## src/rtl/mem_pkg.sv

```systemverilog
// Shared constants for the memory arbiter: MemOp encodings, FSM states,
// requester ids and the request legality helpers.
package mem_pkg;

  // MemOp encodings; 011, 110 and 111 are illegal.
  localparam logic [2:0] OP_LB  = 3'b000;
  localparam logic [2:0] OP_LH  = 3'b001;
  localparam logic [2:0] OP_LW  = 3'b010;
  localparam logic [2:0] OP_LBU = 3'b100;
  localparam logic [2:0] OP_LHU = 3'b101;

  // Requester ids, also used as the last_grant encoding.
  localparam logic REQ_IFU = 1'b0;
  localparam logic REQ_LSU = 1'b1;

  typedef enum logic [1:0] {
    ST_IDLE   = 2'd0,
    ST_ACCESS = 2'd1,
    ST_RESP   = 2'd2
  } state_e;

  // True for the five defined MemOp codes.
  function automatic logic op_legal(input logic [2:0] op);
    case (op)
      OP_LB, OP_LH, OP_LW, OP_LBU, OP_LHU: op_legal = 1'b1;
      default:                             op_legal = 1'b0;
    endcase
  endfunction

  // Halves need addr[0]=0, words need addr[1:0]=0; bytes are always aligned.
  function automatic logic op_misaligned(input logic [2:0] op, input logic [1:0] off);
    case (op[1:0])
      2'b01:   op_misaligned = off[0];
      2'b10:   op_misaligned = (off != 2'b00);
      default: op_misaligned = 1'b0;
    endcase
  endfunction

endpackage

```

## src/rtl/mem_lane_align.sv

```systemverilog
// Byte-lane steering between the 32-bit memory word and the requester:
// store data/mask placement and load extraction with sign/zero extension.
module mem_lane_align
  import mem_pkg::*;
(
  input  logic [2:0]  op,
  input  logic [1:0]  off,
  input  logic [31:0] wdata,
  input  logic [31:0] rdata,
  output logic [31:0] wdata_sh,
  output logic [3:0]  wmask,
  output logic [31:0] rdata_ext
);

  logic [31:0] rdata_sh;
  logic [3:0]  base_mask;

  // Place store data and its lane mask at the addressed byte offset.
  always_comb begin
    case (op[1:0])
      2'b00:   base_mask = 4'b0001;
      2'b01:   base_mask = 4'b0011;
      default: base_mask = 4'b1111;
    endcase
    wdata_sh = wdata << {off, 3'b000};
    wmask    = base_mask << off;
  end

  // Bring the addressed bytes down to bit 0 and extend to 32 bits.
  always_comb begin
    rdata_sh = rdata >> {off, 3'b000};
    case (op)
      OP_LB:   rdata_ext = {{24{rdata_sh[7]}}, rdata_sh[7:0]};
      OP_LH:   rdata_ext = {{16{rdata_sh[15]}}, rdata_sh[15:0]};
      OP_LBU:  rdata_ext = {24'h000000, rdata_sh[7:0]};
      OP_LHU:  rdata_ext = {16'h0000, rdata_sh[15:0]};
      default: rdata_ext = rdata_sh;
    endcase
  end

endmodule

```

## src/rtl/mem_arbiter.sv

```systemverilog
// Round-robin arbiter between the IFU and LSU in front of a single-port
// memory with fixed access latency. One request is in flight at a time.
// Handshake: a request transfers on a cycle where req_valid && req_ready;
// a response transfers on a cycle where resp_valid && resp_ready, and
// resp_data/resp_err stay stable while resp_valid is high.
module mem_arbiter
  import mem_pkg::*;
#(
  parameter int unsigned LATENCY = 2
) (
  input  logic        clk,
  input  logic        rst_n,
  input  logic        if_req_valid,
  output logic        if_req_ready,
  input  logic [31:0] if_req_addr,
  output logic        if_resp_valid,
  input  logic        if_resp_ready,
  output logic [31:0] if_resp_data,
  output logic        if_resp_err,
  input  logic        ls_req_valid,
  output logic        ls_req_ready,
  input  logic [31:0] ls_req_addr,
  input  logic        ls_req_wen,
  input  logic [2:0]  ls_req_op,
  input  logic [31:0] ls_req_wdata,
  output logic        ls_resp_valid,
  input  logic        ls_resp_ready,
  output logic [31:0] ls_resp_data,
  output logic        ls_resp_err,
  output logic        mem_en,
  output logic        mem_wen,
  output logic [31:0] mem_addr,
  output logic [31:0] mem_wdata,
  output logic [3:0]  mem_wmask,
  input  logic [31:0] mem_rdata
);

  state_e      state_q, state_d;
  logic [3:0]  cnt_q, cnt_d;
  logic        last_grant_q, last_grant_d;
  logic        owner_q, owner_d;
  logic [31:0] addr_q, addr_d;
  logic [2:0]  op_q, op_d;
  logic        wen_q, wen_d;
  logic [31:0] wdata_q, wdata_d;
  logic        first_q, first_d;
  logic [31:0] resp_data_q, resp_data_d;
  logic        resp_err_q, resp_err_d;

  logic        grant_ifu, grant_lsu, accept;
  logic [31:0] new_addr, new_wdata;
  logic [2:0]  new_op;
  logic        new_wen, new_bad;
  logic        in_access, in_resp, owner_ready;
  logic [31:0] wdata_sh, rdata_ext;
  logic [3:0]  wmask;

  mem_lane_align u_lane_align (
    .op        (op_q),
    .off       (addr_q[1:0]),
    .wdata     (wdata_q),
    .rdata     (mem_rdata),
    .wdata_sh  (wdata_sh),
    .wmask     (wmask),
    .rdata_ext (rdata_ext)
  );

  // Round-robin grant, request mux and ready generation (IDLE only).
  always_comb begin
    grant_ifu    = if_req_valid && (!ls_req_valid || (last_grant_q == REQ_LSU));
    grant_lsu    = ls_req_valid && !grant_ifu;
    if_req_ready = rst_n && (state_q == ST_IDLE) && grant_ifu;
    ls_req_ready = rst_n && (state_q == ST_IDLE) && grant_lsu;
    accept       = if_req_ready || ls_req_ready;
    new_addr     = grant_ifu ? if_req_addr : ls_req_addr;
    new_op       = grant_ifu ? OP_LW : ls_req_op;
    new_wen      = grant_ifu ? 1'b0 : ls_req_wen;
    new_wdata    = grant_ifu ? 32'h0 : ls_req_wdata;
    new_bad      = !op_legal(new_op) || op_misaligned(new_op, new_addr[1:0]);
    owner_ready  = (owner_q == REQ_IFU) ? if_resp_ready : ls_resp_ready;
  end

  // Next-state logic for the FSM, latency counter, latches and response.
  always_comb begin
    state_d      = state_q;
    cnt_d        = cnt_q;
    last_grant_d = last_grant_q;
    owner_d      = owner_q;
    addr_d       = addr_q;
    op_d         = op_q;
    wen_d        = wen_q;
    wdata_d      = wdata_q;
    first_d      = first_q;
    resp_data_d  = resp_data_q;
    resp_err_d   = resp_err_q;
    case (state_q)
      ST_IDLE: begin
        if (accept) begin
          last_grant_d = grant_ifu ? REQ_IFU : REQ_LSU;
          owner_d      = grant_ifu ? REQ_IFU : REQ_LSU;
          addr_d       = new_addr;
          op_d         = new_op;
          wen_d        = new_wen;
          wdata_d      = new_wdata;
          if (new_bad) begin
            state_d     = ST_RESP;
            resp_data_d = 32'h0;
            resp_err_d  = 1'b1;
          end else begin
            state_d = ST_ACCESS;
            cnt_d   = 4'(LATENCY - 1);
            first_d = 1'b1;
          end
        end
      end
      ST_ACCESS: begin
        first_d = 1'b0;
        if (cnt_q == 4'd0) begin
          state_d     = ST_RESP;
          resp_data_d = wen_q ? 32'h0 : rdata_ext;
          resp_err_d  = 1'b0;
        end else begin
          cnt_d = cnt_q - 4'd1;
        end
      end
      ST_RESP: begin
        if (owner_ready) state_d = ST_IDLE;
      end
      default: state_d = ST_IDLE;
    endcase
  end

  // State registers; reset aborts any access and discards a pending response.
  always_ff @(posedge clk or negedge rst_n) begin
    if (!rst_n) begin
      state_q      <= ST_IDLE;
      cnt_q        <= 4'd0;
      last_grant_q <= REQ_LSU;
      owner_q      <= REQ_IFU;
      addr_q       <= 32'h0;
      op_q         <= 3'b000;
      wen_q        <= 1'b0;
      wdata_q      <= 32'h0;
      first_q      <= 1'b0;
      resp_data_q  <= 32'h0;
      resp_err_q   <= 1'b0;
    end else begin
      state_q      <= state_d;
      cnt_q        <= cnt_d;
      last_grant_q <= last_grant_d;
      owner_q      <= owner_d;
      addr_q       <= addr_d;
      op_q         <= op_d;
      wen_q        <= wen_d;
      wdata_q      <= wdata_d;
      first_q      <= first_d;
      resp_data_q  <= resp_data_d;
      resp_err_q   <= resp_err_d;
    end
  end

  // Memory and response outputs, decoded from registered state only.
  always_comb begin
    in_access     = (state_q == ST_ACCESS);
    in_resp       = (state_q == ST_RESP);
    mem_en        = in_access;
    mem_wen       = in_access && wen_q && first_q;
    mem_addr      = in_access ? {addr_q[31:2], 2'b00} : 32'h0;
    mem_wdata     = mem_wen ? wdata_sh : 32'h0;
    mem_wmask     = mem_wen ? wmask : 4'b0000;
    if_resp_valid = in_resp && (owner_q == REQ_IFU);
    ls_resp_valid = in_resp && (owner_q == REQ_LSU);
    if_resp_data  = if_resp_valid ? resp_data_q : 32'h0;
    if_resp_err   = if_resp_valid && resp_err_q;
    ls_resp_data  = ls_resp_valid ? resp_data_q : 32'h0;
    ls_resp_err   = ls_resp_valid && resp_err_q;
  end

endmodule
```

## config.mk

```make
export PLATFORM = sky130hd
export DESIGN_NAME = mem_arbiter
export DESIGN_NICKNAME = d
export VERILOG_FILES = /design/src/rtl/mem_pkg.sv /design/src/rtl/mem_lane_align.sv /design/src/rtl/mem_arbiter.sv
export SDC_FILE = /design/constraint.sdc
export NUM_CORES = 1
export LEC_CHECK = 0
export ABC_AREA = 0
export BUFFER_PORTS_ARGS = -buffer_cell sky130_fd_sc_hd__clkbuf_2
export CAP_MARGIN = 20
export CORE_UTILIZATION = 48
export CTS_CLUSTER_SIZE = 30
export DETAILED_ROUTE_END_ITERATION = 10
export PLACE_DENSITY = 0.92
export SETUP_SLACK_MARGIN = 0.4
export SYNTH_ARGS = -nofsm -noshare
export SYNTH_HDL_FRONTEND = slang
export SYNTH_SLANG_ARGS = --single-unit
```

## constraint.sdc

```tcl
create_clock -name clk -period 3.93 [get_ports clk]
set_input_delay 0.9825 -clock clk [delete_from_list [all_inputs] [get_ports clk]]
set_output_delay 0.9825 -clock clk [all_outputs]
set_load 0.02 [all_outputs]
```

Word level (Yosys, flattened, before mapping):

Index checks and enable logic that the tools add are counted.

* bits in registers: 110

* add/subtract/negate cells: 1
* equal/unequal tests: 18
* shifts and indexed selects: 3
* mux-type cells: 36
* bitwise logic cells: 1
* reductions and logical operators: 30

Operators with widths (count)
* $mux 32: 10
* $pmux 32 s4: 1
* $pmux 32 s2: 1
* $shl 32x5->32: 1
* $shr 32x5->32: 1
* $mux 4: 4
* $pmux 4 s2: 2
* $eq 3x3->1 const B: 4
* $logic_and 1x1->1: 11
* $mux 1: 9
* $mux 2: 4
* $ne 2x2->1 const B: 4
* $reduce_and 4->1: 2
* $eq 2x1->1 const B: 3
* $eq 3x1->1 const B: 2
* $logic_not 3->1: 2
* $pmux 1 s2: 3
* $pmux 2 s3: 1
* $reduce_and 3->1: 2
* $reduce_or 5->1: 1
* $eq 2x2->1 const B: 2
* $logic_not 2->1: 2
* $logic_not 4->1: 1
* $ne 2x1->1 const B: 2
* other kinds (9): 14

Depth between registers and ports, before layout:

Gate-level depths: netlist of run 1.

* word-level depth: 12
* depth in mapped cells: 13

Cells and area by module:

A second synthesis of run 1 with hierarchy kept.

* cells, all modules: 885
* area, all modules: 7438.4 um2

Modules (own cells, without submodules)
* mem_arbiter: instances 1, cells each 677, area an instance 5975.7 um2, sequential area each 2753.9 um2
* mem_lane_align: instances 1, cells each 208, area an instance 1462.7 um2, sequential area each 0.0 um2

Worst setup path after synthesis of run 1:

Ideal clock, no wire load.

* kind: input-to-reg
* from: in if_req_valid
* to: reg resp_data_q[0]
* setup time: 68 ps
* arrival: 3362 ps
* data required time: 3862 ps
* path slack: 500 ps
* cell stages on the path: 12
* buffers on the path: 4
* cell sequence: clkbuf_1 and2_4 buf_6 clkbuf_1 nor2_1 ha_1 o211ai_1 o21ai_0 o31a_1 a211oi_4 buf_6 a22o_1

* longest elaborated chain between the ends: 9
* elaborated cells on any way between the ends: 24

RTL lines
* start, declared: line mem_arbiter.sv:13 `input logic if_req_valid,`
* $logic_and 1x1->1 *: line mem_arbiter.sv:70 `grant_ifu = if_req_valid && (!ls_req_valid || (last_grant_q == REQ_LSU));`
* $mux 3: line mem_arbiter.sv:76 `new_op = grant_ifu ? OP_LW : ls_req_op;`
* $eq 3x1->1, or another cell as far along: line mem_pkg.sv:24 `case (op)`
* $reduce_or 5->1: line mem_pkg.sv:24
* $mux 1: line mem_pkg.sv:24
* $logic_not 1->1: line mem_arbiter.sv:79 `new_bad = !op_legal(new_op) || op_misaligned(new_op, new_addr[1:0]);`
* $logic_or 1x1->1: line mem_arbiter.sv:79
* $ne 2x2->1 (no line)
* $reduce_and 4->1 (no line) *
* end signal, assigned: line mem_arbiter.sv:157 `resp_data_q <= resp_data_d;`
* end, declared: line mem_arbiter.sv:47 `logic [31:0] resp_data_q, resp_data_d;`

Mark *: on every way between the ends. The rest lies on a longest branch, timed or not.
A chain may end at the register's enable or synchronous reset.

Worst setup path in the final report of run 1:

* from: reg state_q[1]
* to: out mem_wdata[7]

* longest elaborated chain between the ends: 4

RTL lines
* start, declared: line mem_arbiter.sv:38 `state_e state_q, state_d;`
* start signal, assigned: line mem_arbiter.sv:148 `state_q <= state_d;`
* $eq 2x1->1: line mem_arbiter.sv:164 `in_access = (state_q == ST_ACCESS);`
* $logic_and 1x1->1 (2 in series): line mem_arbiter.sv:167 `mem_wen = in_access && wen_q && first_q;`
* $mux 32: line mem_arbiter.sv:169 `mem_wdata = mem_wen ? wdata_sh : 32'h0;`
* end, declared: line mem_arbiter.sv:33 `output logic [31:0] mem_wdata,`

Every way passes these cells.

==> results of run 1 <==
[sequential cells by signal, summed over array words and instances (netlist names)]
signal	count
resp_data_q	32
op_q	3
cnt_q	4
state_q	2
wen_q	1
owner_q	1
addr_q	32
resp_err_q	1
first_q	1
wdata_q	32
last_grant_q	1
[Yosys cell counts (2+ instances only)]
| cell | n |
|---|---|
| a211o_1 | 16 |
| a211oi_1 | 25 |
| a21o_1 | 2 |
| a21oi_1 | 25 |
| a22o_1 | 50 |
| a22oi_1 | 3 |
| a31oi_1 | 33 |
| and2_1 | 112 |
| and3_1 | 3 |
| buf_1 | 12 |
| buf_2 | 11 |
| buf_4 | 2 |
| buf_6 | 4 |
| clkbuf_1 | 29 |
| dfrtp_1 | 109 |
| ha_1 | 5 |
| inv_1 | 11 |
| mux2_2 | 2 |
| mux2i_1 | 35 |
| nand2_1 | 70 |
| nand2b_1 | 3 |
| nand3_1 | 4 |
| nand3b_1 | 2 |
| nand4_1 | 3 |
| nor2_1 | 82 |
| nor2b_1 | 17 |
| nor3_1 | 3 |
| nor3b_1 | 3 |
| o21a_1 | 3 |
| o21ai_0 | 16 |
| o22ai_1 | 2 |
| or3_1 | 2 |
[per-layer routing]
| layer | share of wire | track usage | up-vias |
|---|---|---|---|
| met5 | 0 | 0 | - |
| met4 | 0.027 | 0.110 | 0 |
| met1 | 0.41 | 0.328 | 3000 |
| met3 | 0.062 | 0.0514 | 34 |
| met2 | 0.50 | 0.472 | 273 |
| li1 | - | - | 2984 |
[cells by family (layout without fill, tap and decap cells)]
group / count (synthesis) / after routing / synth area share
simple gates: 311 / 311 / 0.245
compound gates: 184 / 184 / 0.209
flops: 110 / 110 / 0.429
buf+inv: 69 / 317 / 0.0483
mux: 37 / 37 / 0.0581
fa+ha+maj: 5 / 5 / 0.00975
other cells: 1 / 2 / 0.000584
[power groups by stage]
stage          Combinational [mW]  Sequential (mW)  Clock [mW]
2_1_floorplan                1.69             1.81           0
3_3_place_gp                 2.04             2.01           0
3_5_place_dp                 2.10             2.04           0
4_1_cts                      2.11             2.02       0.924
5_1_grt                      2.33             2.09       0.979
6_report                     2.10             2.03       0.910
[worst max-delay path by stage]
stage | from | end | slack (ns) | cells after the start
floorplan | if_req_valid | resp_data_q[0] | 0.50 | 12
global placement | ls_req_valid | resp_data_q[13] | 0.47 | 11
detailed placement | ls_req_valid | resp_data_q[13] | 0.36 | 11
CTS | state_q[1] | mem_wdata[7] | 0.57 | 7
global route | state_q[1] | mem_wdata[7] | 0.40 | 7
finish | state_q[1] | mem_wdata[7] | 0.57 | 7
[worst max-delay path, cell delays in order, from the launching register on]
cell and delay [ns]:
dfrtp_1 0.49, nand2b_1 0.30, inv_1 0.12, nand3_1 0.11
or2_2 0.41, nor2_2 0.25, and2_1 0.18, clkbuf_2 0.16
[layout make-up]
class                           instances  area share
Sequential cell                       110       0.338
Clock inverter                          5     0.00720
Inverter                               11     0.00506
Tap cell                              172      0.0264
Clock buffer                           11      0.0285
Multi-Input combinational cell        539       0.413
Timing Repair Buffer                  290       0.183
==> results_tabular.tex, run 1 <==
\begin{tabular}{lr}
\hline
Metric & Value \\
\hline
\multicolumn{2}{l}{\textbf{Power and ir drop}} \\
\quad Power per standard cell area & approximately 620 nW/um\^{}2 \\
\quad Lkg Pwr & 4.37 nW \\
\quad Overall power of the completed layout & 5.04 mW \\
\quad IR Drop Worst-Case VDD & 0.000430 V \\
\quad Part of the power in the clock network & 0.180 \\
\quad Share of power burned in registers & 0.403 \\
\quad Net Sw Frac & 0.411 \\
\quad Switching Power & $\sim$2.1 mW \\
\quad Part of the power in combinational logic & 0.417 \\
\quad Internal & 2.97 mW \\
\multicolumn{2}{l}{\textbf{Global routing}} \\
\quad Pin count of the biggest net entering global routing & 68 \\
\quad Gr usage total & 0.271 \\
\quad Leftover overflow at the end of global routing & 0 \\
\quad Number of global-route vias before repair & 5859 \\
\quad Antenna violations before repair & 0 \\
\quad First-pass GRT wire length & a little under 30000 um \\
\multicolumn{2}{l}{\textbf{Clock tree}} \\
\quad Root Driver & clkbuf\_16 \\
\quad Number of buffers between clock root and the deepest sink & 2 \\
\quad Number of levels the H-tree was split into & 3 \\
\quad Post-CTS Hold Buffers & 0 \\
\quad TritonCTS clock tree & built \\
\quad TritonCTS buffer count & 9 \\
\quad Clk pin slew, worst setup/hold paths & 0.07 ns \\
\quad Gates resized, CTS repair & 0 \\
\quad Clk sinks & 110 \\
\quad Worst skew pair latency & about 0.35 ns \\
\quad Buffers inserted by post-CTS timing repair & 0 \\
\multicolumn{2}{l}{\textbf{Routing}} \\
\quad Starting DRT DRC Count & 484 \\
\quad Number of optimization iterations in the first detailed-route pass & 5 \\
\quad Routed Wire Length & 18800 um \\
\quad Vias after detailed routing & around 6.3k \\
\quad Average wire per standard cell & approximately 17 um \\
\quad Number of nets with antenna violations after detailed routing & 0 \\
\quad DRC viols & 0 \\
\quad Via density per instance & $\sim$5.5 \\
\multicolumn{2}{l}{\textbf{Setup path}} \\
\quad Worst reg2reg path startpoint & last\_grant\_q \\
\quad Data required time of the critical path & 2.95 ns \\
\quad WP data arrival & 2.38 ns \\
\quad Worst Setup Path Type & flip-flop to primary output \\
\quad CP startpoint kind & flip-flop \\
\quad Reg2reg end & resp\_data\_q[13] \\
\quad Critical-path maximum fanout & 11 \\
\quad Worst reg-to-reg setup slack & 0.91 ns \\
\quad Nature of the critical path endpoint & primary output \\
\quad Cells on worst reg2reg path & 10 \\
\multicolumn{2}{l}{\textbf{Placement}} \\
\quad Port buffer count & $\sim$280 \\
\quad Detailed placer's ending HPWL & 14200 um \\
\quad Final GP Congestion & 0.933 \\
\quad Placement Setup Slack & 0.361 ns \\
\quad Area post-placement & roughly 8000 um\^{}2 \\
\quad Number of cells after detailed placement & between 1k and 1.5k \\
\multicolumn{2}{l}{\textbf{Synthesis}} \\
\quad Synth warn & 0 \\
\quad Flop and latch count out of synthesis & 110 \\
\quad Library cell occupying the most area in the post-synthesis netlist & dfrtp\_1 \\
\quad Average footprint of a synthesized cell & 8.95 um\^{}2 \\
\quad Number of flops mapped to enable cells by yosys & 0 \\
\quad Summed instance area of the synthesized netlist & 6420 um\^{}2 \\
\quad Proportion of synthesized chip area in sequential cells & 0.429 \\
\quad Number of distinct library cells after synthesis & 50 \\
\quad Mapped Cells & 717 \\
\quad Yosys top cell area share & 0.425 \\
\quad Commonest register cell after synthesis & dfrtp\_1 \\
\quad Synth area leaders & dfrtp\_1, and2\_1, a22o\_1, mux2i\_1, nor2\_1 \\
\quad Asr flop ratio synth & 1.00 \\
\multicolumn{2}{l}{\textbf{Worst hold path}} \\
\quad Hold Path Cell Cnt & 1 \\
\quad Worst Hold Class & flip-flop to flip-flop \\
\quad Min-Delay Startpoint & wdata\_q[27] \\
\quad Worst min-delay path endpoint & wdata\_q[27] \\
\multicolumn{2}{l}{\textbf{Finish}} \\
\quad Finished Layout Cells & 1138 \\
\quad Diodes inserted & 0 \\
\quad Fraction of layout cells with a size suffix above 1 & 0.330 \\
\quad Layout Nets & $\sim$1.1k \\
\quad Sequential cell area & 2760 um\^{}2 \\
\quad Layout Utilization & 0.636 \\
\quad Summed area of non-filler cells in the final layout & 8160 um\^{}2 \\
\quad Most common cell after layout, fill and taps aside & clkbuf\_2 \\
\quad Most frequent cells in the layout & clkbuf\_2, and2\_1, dfrtp\_1 \\
\quad Multi-input gate area & 3370 um\^{}2 \\
\quad Post-synthesis to final-layout area growth & 27.2\% \\
\quad Filler Cells Inserted & approximately 1.0k \\
\multicolumn{2}{l}{\textbf{Die}} \\
\quad Die Y-Extent & 118 um \\
\quad Ports placed on the boundary & 278 \\
\quad Area of the die & 13800 um\^{}2 \\
\quad Number of rows created at floorplan & 41 \\
\quad Initial core utilization & 0.500 \\
\quad Overall die width & 118 um \\
\quad Std-Cell Core Area & 12800 um\^{}2 \\
\multicolumn{2}{l}{\textbf{Timing}} \\
\quad Final setup violating endpoints & 0 \\
\quad Hold Fails Final Rpt & 0 \\
\quad Least-Margin Pin Slew & slightly above 1 ns \\
\quad Post-route worst setup slack & 0.569 ns \\
\quad Shortest clock period the worst path allows after layout & between 3 and 4 ns \\
\quad Max-slew headroom & 0.307 \\
\quad Setup TNS Final & 0 ns \\
\quad Number of pins with negative max-slew slack in the final report & 0 \\
\quad Post-route clock period utilization & 0.855 \\
\quad Tightest hold margin & 0.499 ns \\
\quad Max frequency & between 0.2 and 0.3 GHz \\
\quad Final setup skew & 0.0109 ns \\
\quad RSZ-0062 raised after global routing & false \\
\multicolumn{2}{l}{\textbf{Run status}} \\
\quad Result of the run & complete, no violations \\
\multicolumn{2}{l}{\textbf{Flow run}} \\
\quad Count of max-cap constraint violations & 0 \\
\hline
\end{tabular}
Note: power is estimated with default switching activity, not from simulation.
==> inputs of run 2 (changes only) <==
Settings changed: CORE_UTILIZATION 48 to 38, PLACE_DENSITY 0.92 to 0.77.
==> run 2 against run 1 <==
Against the previous run:
- first-iteration DRC count decreased by 27%
- final cell count increased by 4.5%
- sequential share of layout area decreased by 0.64 points
- combinational power about the same
- register-to-register slack got worse by 0.03 ns
- largest cell class unchanged
- via count about the same
==> results_tabular.tex, run 2 (synthesis gave the netlist of run 1 again) <==
\begin{tabular}{lr}
\hline
Metric & Value \\
\hline
\multicolumn{2}{l}{\textbf{Routing}} \\
\quad Via density per instance & 5.29 (was 5.53) \\
\quad Routed Wire Length & 19800 um (was 18800 um) \\
\quad DRC viols & 0 (unchanged) \\
\quad Starting DRT DRC Count & 352 (was 484) \\
\quad Number of nets with antenna violations after detailed routing & 0 (unchanged) \\
\quad Average wire per standard cell & 16.6 um (was 16.5 um) \\
\quad Vias after detailed routing & 6287 (was 6291) \\
\quad Number of optimization iterations in the first detailed-route pass & 4 (was 5) \\
\multicolumn{2}{l}{\textbf{Clock tree}} \\
\quad Root Driver & clkbuf\_16 (unchanged) \\
\quad Buffers inserted by post-CTS timing repair & 0 (unchanged) \\
\quad Worst skew pair latency & 0.35 ns (about the same) \\
\quad TritonCTS clock tree & built (unchanged) \\
\quad Gates resized, CTS repair & 0 (unchanged) \\
\quad Number of levels the H-tree was split into & 3 (unchanged) \\
\quad Clk sinks & 110 (unchanged) \\
\quad TritonCTS buffer count & 9 (unchanged) \\
\quad Post-CTS Hold Buffers & 0 (unchanged) \\
\quad Number of buffers between clock root and the deepest sink & 2 (unchanged) \\
\quad Clk pin slew, worst setup/hold paths & 0.07 ns (about the same) \\
\multicolumn{2}{l}{\textbf{Global routing}} \\
\quad Pin count of the biggest net entering global routing & 76 (was 68) \\
\quad Leftover overflow at the end of global routing & 0 (unchanged) \\
\quad Gr usage total & 0.224 (was 0.271) \\
\quad Antenna violations before repair & 0 (unchanged) \\
\quad First-pass GRT wire length & 30700 um (was 29800 um) \\
\quad Number of global-route vias before repair & 5692 (was 5859) \\
\multicolumn{2}{l}{\textbf{Finish}} \\
\quad Leading registers by flop count & addr\_q: 32 flops, resp\_data\_q: 32 flops, wdata\_q: 32 flops (unchanged) \\
\quad Fraction of layout cells with a size suffix above 1 & 0.334 (was 0.330) \\
\quad Most frequent cells in the layout & clkbuf\_2, and2\_1, dfrtp\_1 (unchanged) \\
\quad Most common cell after layout, fill and taps aside & clkbuf\_2 (unchanged) \\
\quad Diodes inserted & 0 (unchanged) \\
\quad Layout Nets & 1107 (was 1104) \\
\quad Post-synthesis to final-layout area growth & 29.7\% (was 27.2\%) \\
\multicolumn{2}{l}{\textbf{Die}} \\
\quad Initial core utilization & 0.388 (was 0.500) \\
\quad Ports placed on the boundary & 278 (unchanged) \\
\quad Number of rows created at floorplan & 47 (was 41) \\
\quad Area of the die & 17400 um\^{}2 (was 13800 um\^{}2) \\
\quad Die Y-Extent & 132 um (was 118 um) \\
\quad Std-Cell Core Area & 16500 um\^{}2 (was 12800 um\^{}2) \\
\quad Overall die width & 132 um (was 118 um) \\
\multicolumn{2}{l}{\textbf{Flow run}} \\
\quad Count of max-cap constraint violations & 0 (unchanged) \\
\multicolumn{2}{l}{\textbf{Timing}} \\
\quad Final setup violating endpoints & 0 (unchanged) \\
\quad Setup TNS Final & 0 ns (unchanged) \\
\quad Max-slew headroom & 0.415 (was 0.307) \\
\quad Least-Margin Pin Slew & 0.877 ns (was 1.04 ns) \\
\quad Hold Fails Final Rpt & 0 (unchanged) \\
\quad Final setup skew & 0.00644 ns (was 0.0109 ns) \\
\quad Number of pins with negative max-slew slack in the final report & 0 (unchanged) \\
\quad Tightest hold margin & 0.503 ns (was 0.499 ns) \\
\quad Max frequency & 0.304 GHz (was 0.298 GHz) \\
\quad RSZ-0062 raised after global routing & false (unchanged) \\
\quad Post-route clock period utilization & 0.837 (was 0.855) \\
\quad Shortest clock period the worst path allows after layout & 3.29 ns (was 3.36 ns) \\
\multicolumn{2}{l}{\textbf{Power and ir drop}} \\
\quad IR Drop Worst-Case VDD & 0.000278 V (was 0.000430 V) \\
\quad Switching Power & 2.10 mW (was 2.07 mW) \\
\quad Internal & 3.08 mW (was 2.97 mW) \\
\quad Power per standard cell area & 623 nW/um\^{}2 (was 618 nW/um\^{}2) \\
\quad Part of the power in the clock network & 0.197 (was 0.180) \\
\quad Lkg Pwr & 4.42 nW (was 4.37 nW) \\
\quad Share of power burned in registers & 0.403 (about the same) \\
\quad Net Sw Frac & 0.406 (was 0.411) \\
\quad Part of the power in combinational logic & 0.400 (was 0.417) \\
\multicolumn{2}{l}{\textbf{Setup path}} \\
\quad Slowest stage delay, CP & 0.49 ns (about the same) \\
\quad CP startpoint kind & flip-flop (unchanged) \\
\quad Worst Setup Path Type & flip-flop to primary output (unchanged) \\
\quad Nature of the critical path endpoint & primary output (unchanged) \\
\quad Cell-by-cell listing of the critical path & nand2b\_1 > inv\_1 > nand3\_1 > or2\_2 > nor2\_4 > and2\_1 > clkbuf\_2 (was nand2b\_1 > inv\_1 > nand3\_1 > or2\_2 > nor2\_2 > and2\_1 > clkbuf\_2) \\
\quad Family with the most delay on the worst path & simple AND/OR/NAND/NOR gates (unchanged) \\
\quad Data required time of the critical path & 2.95 ns (about the same) \\
\quad Critical-path maximum fanout & 11 (unchanged) \\
\quad Cell with the largest stage delay on the worst path & dfrtp\_1 (unchanged) \\
\quad Sum of buffers and inverters on the critical path & 2 (unchanged) \\
\quad WP data arrival & 2.31 ns (was 2.38 ns) \\
\multicolumn{2}{l}{\textbf{Placement}} \\
\quad Port buffer count & 275 (unchanged) \\
\quad Final GP Congestion & 0.892 (was 0.933) \\
\quad Detailed placer's ending HPWL & 14600 um (was 14200 um) \\
\multicolumn{2}{l}{\textbf{Worst hold path}} \\
\quad Worst Hold Class & flip-flop to flip-flop (unchanged) \\
\multicolumn{2}{l}{\textbf{Run status}} \\
\quad Result of the run & complete, no violations (unchanged) \\
\hline
\end{tabular}
## run 2: metal layers
metal,track usage,wire (um),up-vias
met5,0,0,-
met1,0.296,8510,2996
met2,0.370,9600,275
li1,-,-,2996
met3,0.0450,1380,20
met4,0.0685,303,0
## run 2: path summary, 6_finish.rpt
path                               from        endpoint  slack (ns)  cells after the start
min                         wdata_q[29]     wdata_q[29]        0.50                      1
max reg2reg                last_grant_q  resp_data_q[1]        0.88                     10
max                          state_q[1]    mem_wdata[4]        0.64                      7
max in group asynchronous         rst_n    last_grant_q        2.21                      4
min in group asynchronous         rst_n     wdata_q[10]        0.71                      2
min reg2reg                 wdata_q[29]     wdata_q[29]        0.50                      1
## run 2: final cells by class
type                    instances  area (um^2)
fillers                      1571         8200
multi-input cells             539         3370
flip-flops and latches        110         2760
repair buffers                293         1540
well taps                     220          275
clock buffers                  12          256
clock inverters                 4         77.6
inverters                      11         41.3
## run 2: worst reg2reg max path: stages (launching register included)
cell	delay, ns
dfstp_2	0.55
nand2b_2	0.16
and2_4	0.38
nor2_1	0.14
ha_1	0.36
o211ai_1	0.12
o21ai_0	0.11
o31a_1	0.32
a211oi_4	0.25
buf_4	0.38
a22o_1	0.22
## run 2: power groups by stage
stage	Clock (mW)	Combinational, mW	Sequential, mW
final	1.02	2.07	2.09
after floorplan	0	1.69	1.81
after CTS	1.04	2.07	2.08
after global routing	1.09	2.29	2.15
after detailed placement	0	2.07	2.09
after global placement	0	2.03	2.08
## run 2: per-stage QoR
step	util	area (um^2)	power (mW)	cells	setup slack [ns]
3_5_place_dp	0.480	7930	4.16	1170	0.328
2_1_floorplan	-	6420	3.50	718	0.500
4_1_cts	0.500	8270	5.20	1186	0.536
5_1_grt	0.504	8320	5.52	1189	0.442
6_report	0.504	8320	5.18	1189	0.641
3_3_place_gp	0.480	7930	4.11	1170	0.432
==> inputs of run 3 (changes only) <==
Settings changed: PLACE_DENSITY 0.77 to 0.8.
Clock period 3.93 ns to 2.73 ns, I/O delays scaled along.
==> run 3 against run 2 <==
Against the previous run:
- clock power increased by 35%
- sequential power increased by 40%
- sequential share of layout area decreased by 4.8 points
- largest power group is now combinational logic
- worst hold slack got worse by 0.0045 ns
==> results_tabular.tex, run 3 (synthesis gave the netlist of run 1 again) <==
\begin{tabular}{lr}
\hline
Metric & Value \\
\hline
\multicolumn{2}{l}{\textbf{Run status}} \\
\quad Result of the run & complete, no violations (unchanged) \\
\multicolumn{2}{l}{\textbf{Global routing}} \\
\quad Pin count of the biggest net entering global routing & 57 (was 76) \\
\quad Number of global-route vias before repair & 6209 (was 5692) \\
\quad First-pass GRT wire length & 34000 um (was 30700 um) \\
\quad Leftover overflow at the end of global routing & 0 (unchanged) \\
\quad Gr usage total & 0.250 (was 0.224) \\
\quad Antenna violations before repair & 0 (unchanged) \\
\multicolumn{2}{l}{\textbf{Timing}} \\
\quad Final setup skew & 0.00375 ns (was 0.00644 ns) \\
\quad Number of pins with negative max-slew slack in the final report & 0 (unchanged) \\
\quad RSZ-0062 raised after global routing & true (was false) \\
\quad Shortest clock period the worst path allows after layout & roughly 2.5 ns \\
\quad Final setup violating endpoints & 0 (unchanged) \\
\quad Hold Fails Final Rpt & 0 (unchanged) \\
\quad Least-Margin Pin Slew & 0.771 ns (was 0.877 ns) \\
\quad Post-route clock period utilization & 0.931 \\
\quad Max frequency & 0.393 GHz \\
\quad Max-slew headroom & 0.486 (was 0.415) \\
\multicolumn{2}{l}{\textbf{Setup path}} \\
\quad WP data arrival & 1.86 ns (was 2.31 ns) \\
\quad Reg2reg end & resp\_data\_q[27] (was resp\_data\_q[1]) \\
\quad Worst reg2reg path startpoint & last\_grant\_q (unchanged) \\
\quad Data required time of the critical path & 2.05 ns (was 2.95 ns) \\
\quad Cells on worst reg2reg path & 12 (was 10) \\
\quad Nature of the critical path endpoint & primary output (unchanged) \\
\quad Critical-path maximum fanout & 8 (was 11) \\
\quad Worst reg-to-reg setup slack & 0.20 ns (was 0.88 ns) \\
\quad CP startpoint kind & flip-flop (unchanged) \\
\quad Worst Setup Path Type & flip-flop to primary output (unchanged) \\
\multicolumn{2}{l}{\textbf{Clock tree}} \\
\quad TritonCTS clock tree & built (unchanged) \\
\quad Number of levels the H-tree was split into & 3 (unchanged) \\
\quad Number of buffers between clock root and the deepest sink & 2 (unchanged) \\
\quad Post-CTS Hold Buffers & 0 (unchanged) \\
\quad Clk sinks & 110 (unchanged) \\
\quad Root Driver & clkbuf\_16 (unchanged) \\
\quad TritonCTS buffer count & 9 (unchanged) \\
\quad Worst skew pair latency & 0.35 ns (about the same) \\
\quad Clk pin slew, worst setup/hold paths & 0.07 ns (about the same) \\
\multicolumn{2}{l}{\textbf{Die}} \\
\quad Overall die width & 132 um (unchanged) \\
\quad Ports placed on the boundary & 278 (unchanged) \\
\quad Initial core utilization & 0.388 (unchanged) \\
\quad Die Y-Extent & 132 um (unchanged) \\
\quad Number of rows created at floorplan & 47 (unchanged) \\
\quad Std-Cell Core Area & 16500 um\^{}2 (unchanged) \\
\quad Area of the die & 17400 um\^{}2 (unchanged) \\
\multicolumn{2}{l}{\textbf{Finish}} \\
\quad Fraction of layout cells with a size suffix above 1 & 0.433 (was 0.334) \\
\quad Finished Layout Cells & 1238 (was 1189) \\
\quad Post-synthesis to final-layout area growth & 51.8\% (was 29.7\%) \\
\quad Summed area of non-filler cells in the final layout & 9740 um\^{}2 (was 8320 um\^{}2) \\
\quad Diodes inserted & 0 (unchanged) \\
\quad Layout Nets & 1156 (was 1107) \\
\quad Leading registers by flop count & addr\_q: 32 flops, resp\_data\_q: 32 flops, wdata\_q: 32 flops (unchanged) \\
\quad Most frequent cells in the layout & clkbuf\_2, dfrtp\_1, and2\_1 (was clkbuf\_2, and2\_1, dfrtp\_1) \\
\quad Most common cell after layout, fill and taps aside & clkbuf\_2 (unchanged) \\
\multicolumn{2}{l}{\textbf{Routing}} \\
\quad Via density per instance & 5.39 (was 5.29) \\
\quad Starting DRT DRC Count & 514 (was 352) \\
\quad Vias after detailed routing & 6674 (was 6287) \\
\quad Number of optimization iterations in the first detailed-route pass & 7 (was 4) \\
\quad Number of nets with antenna violations after detailed routing & 0 (unchanged) \\
\quad DRC viols & 0 (unchanged) \\
\quad Average wire per standard cell & 18.8 um (was 16.6 um) \\
\quad Routed Wire Length & 23200 um (was 19800 um) \\
\multicolumn{2}{l}{\textbf{Placement}} \\
\quad Area post-placement & 8170 um\^{}2 (was 7930 um\^{}2) \\
\quad Number of cells after detailed placement & 1183 (was 1170) \\
\quad Port buffer count & 275 (unchanged) \\
\quad Final GP Congestion & 0.877 (was 0.892) \\
\quad Detailed placer's ending HPWL & 14900 um (was 14600 um) \\
\multicolumn{2}{l}{\textbf{Power and ir drop}} \\
\quad Lkg Pwr & 4.93 nW (was 4.42 nW) \\
\quad Power per standard cell area & 877 nW/um\^{}2 (was 623 nW/um\^{}2) \\
\quad IR Drop Worst-Case VDD & 0.000434 V (was 0.000278 V) \\
\multicolumn{2}{l}{\textbf{Worst hold path}} \\
\quad Worst Hold Class & input port to async pin (was flip-flop to flip-flop) \\
\multicolumn{2}{l}{\textbf{Flow run}} \\
\quad Count of max-cap constraint violations & 0 (unchanged) \\
\hline
\end{tabular}
run 3: timing repair:
item / CTS / global route
gates cloned: 7 / 5
gates resized for setup: 83 / 183
pin swaps: 6 / 10
buffers inserted: 20 / 6
setup endpoints to repair: 169 / 176
run 3: per-layer routing:
metal  track usage  routed length [um]  vias up
met3        0.0523                1680       63
met4         0.105                 724        0
met2         0.425               11500      354
met1         0.306                9350     3155
li1              -                   -     3102
met5             0                   0        -
run 3: stage by stage:
| step | utilization | setup TNS, ns | total power [mW] | hold WS [ns] | setup WS (ns) |
|---|---|---|---|---|---|
| detailed placement | 0.494 | 0 | 6.20 | 0.475 | 0.0275 |
| finish | 0.590 | 0 | 8.55 | 0.499 | 0.187 |
| global route | 0.590 | 0 | 9.05 | 0.514 | 0.128 |
| floorplan | - | -1.32 | 5.16 | 0.387 | -0.0527 |
| CTS | 0.555 | 0 | 8.07 | 0.500 | 0.184 |
| global placement | 0.494 | 0 | 6.11 | 0.478 | 0.101 |
run 3: worst max-delay path: stages (launching register included):
cell and delay [ns]:
dfrtp_1 0.39, nand2b_4 0.17, inv_4 0.06, nand3_4 0.07
or2_4 0.32, buf_4 0.18, nor2_1 0.14, buf_4 0.17
run 3: cell type report:
class | instances | area (um^2)
fill | 1356 | 6780
multi-input combinational | 540 | 3760
sequential | 110 | 2760
timing repair buffer | 341 | 2590
clock buffer | 15 | 278
tap | 220 | 275
inverter | 11 | 43.8
clock inverter | 1 | 30.0
run 3: report_power, final:
part	total [mW]	internal (mW)	switching [mW]	leakage, nW
logic	4.24	1.95	2.29	3.39
registers	2.93	2.29	0.641	1.39
clock network	1.38	0.790	0.590	0.150
total	8.55	5.02	3.52	4.93
run 3: worst max path at each step:
stage                  from               to  slack [ns]
2_1_floorplan  if_req_valid   resp_data_q[0]       -0.05
5_1_grt          state_q[1]     mem_wdata[7]        0.13
6_report         state_q[1]    mem_wdata[15]        0.19
3_5_place_dp   ls_req_valid   resp_data_q[5]        0.03
3_3_place_gp   ls_req_valid  resp_data_q[10]        0.10
4_1_cts          state_q[1]     mem_wdata[5]        0.18
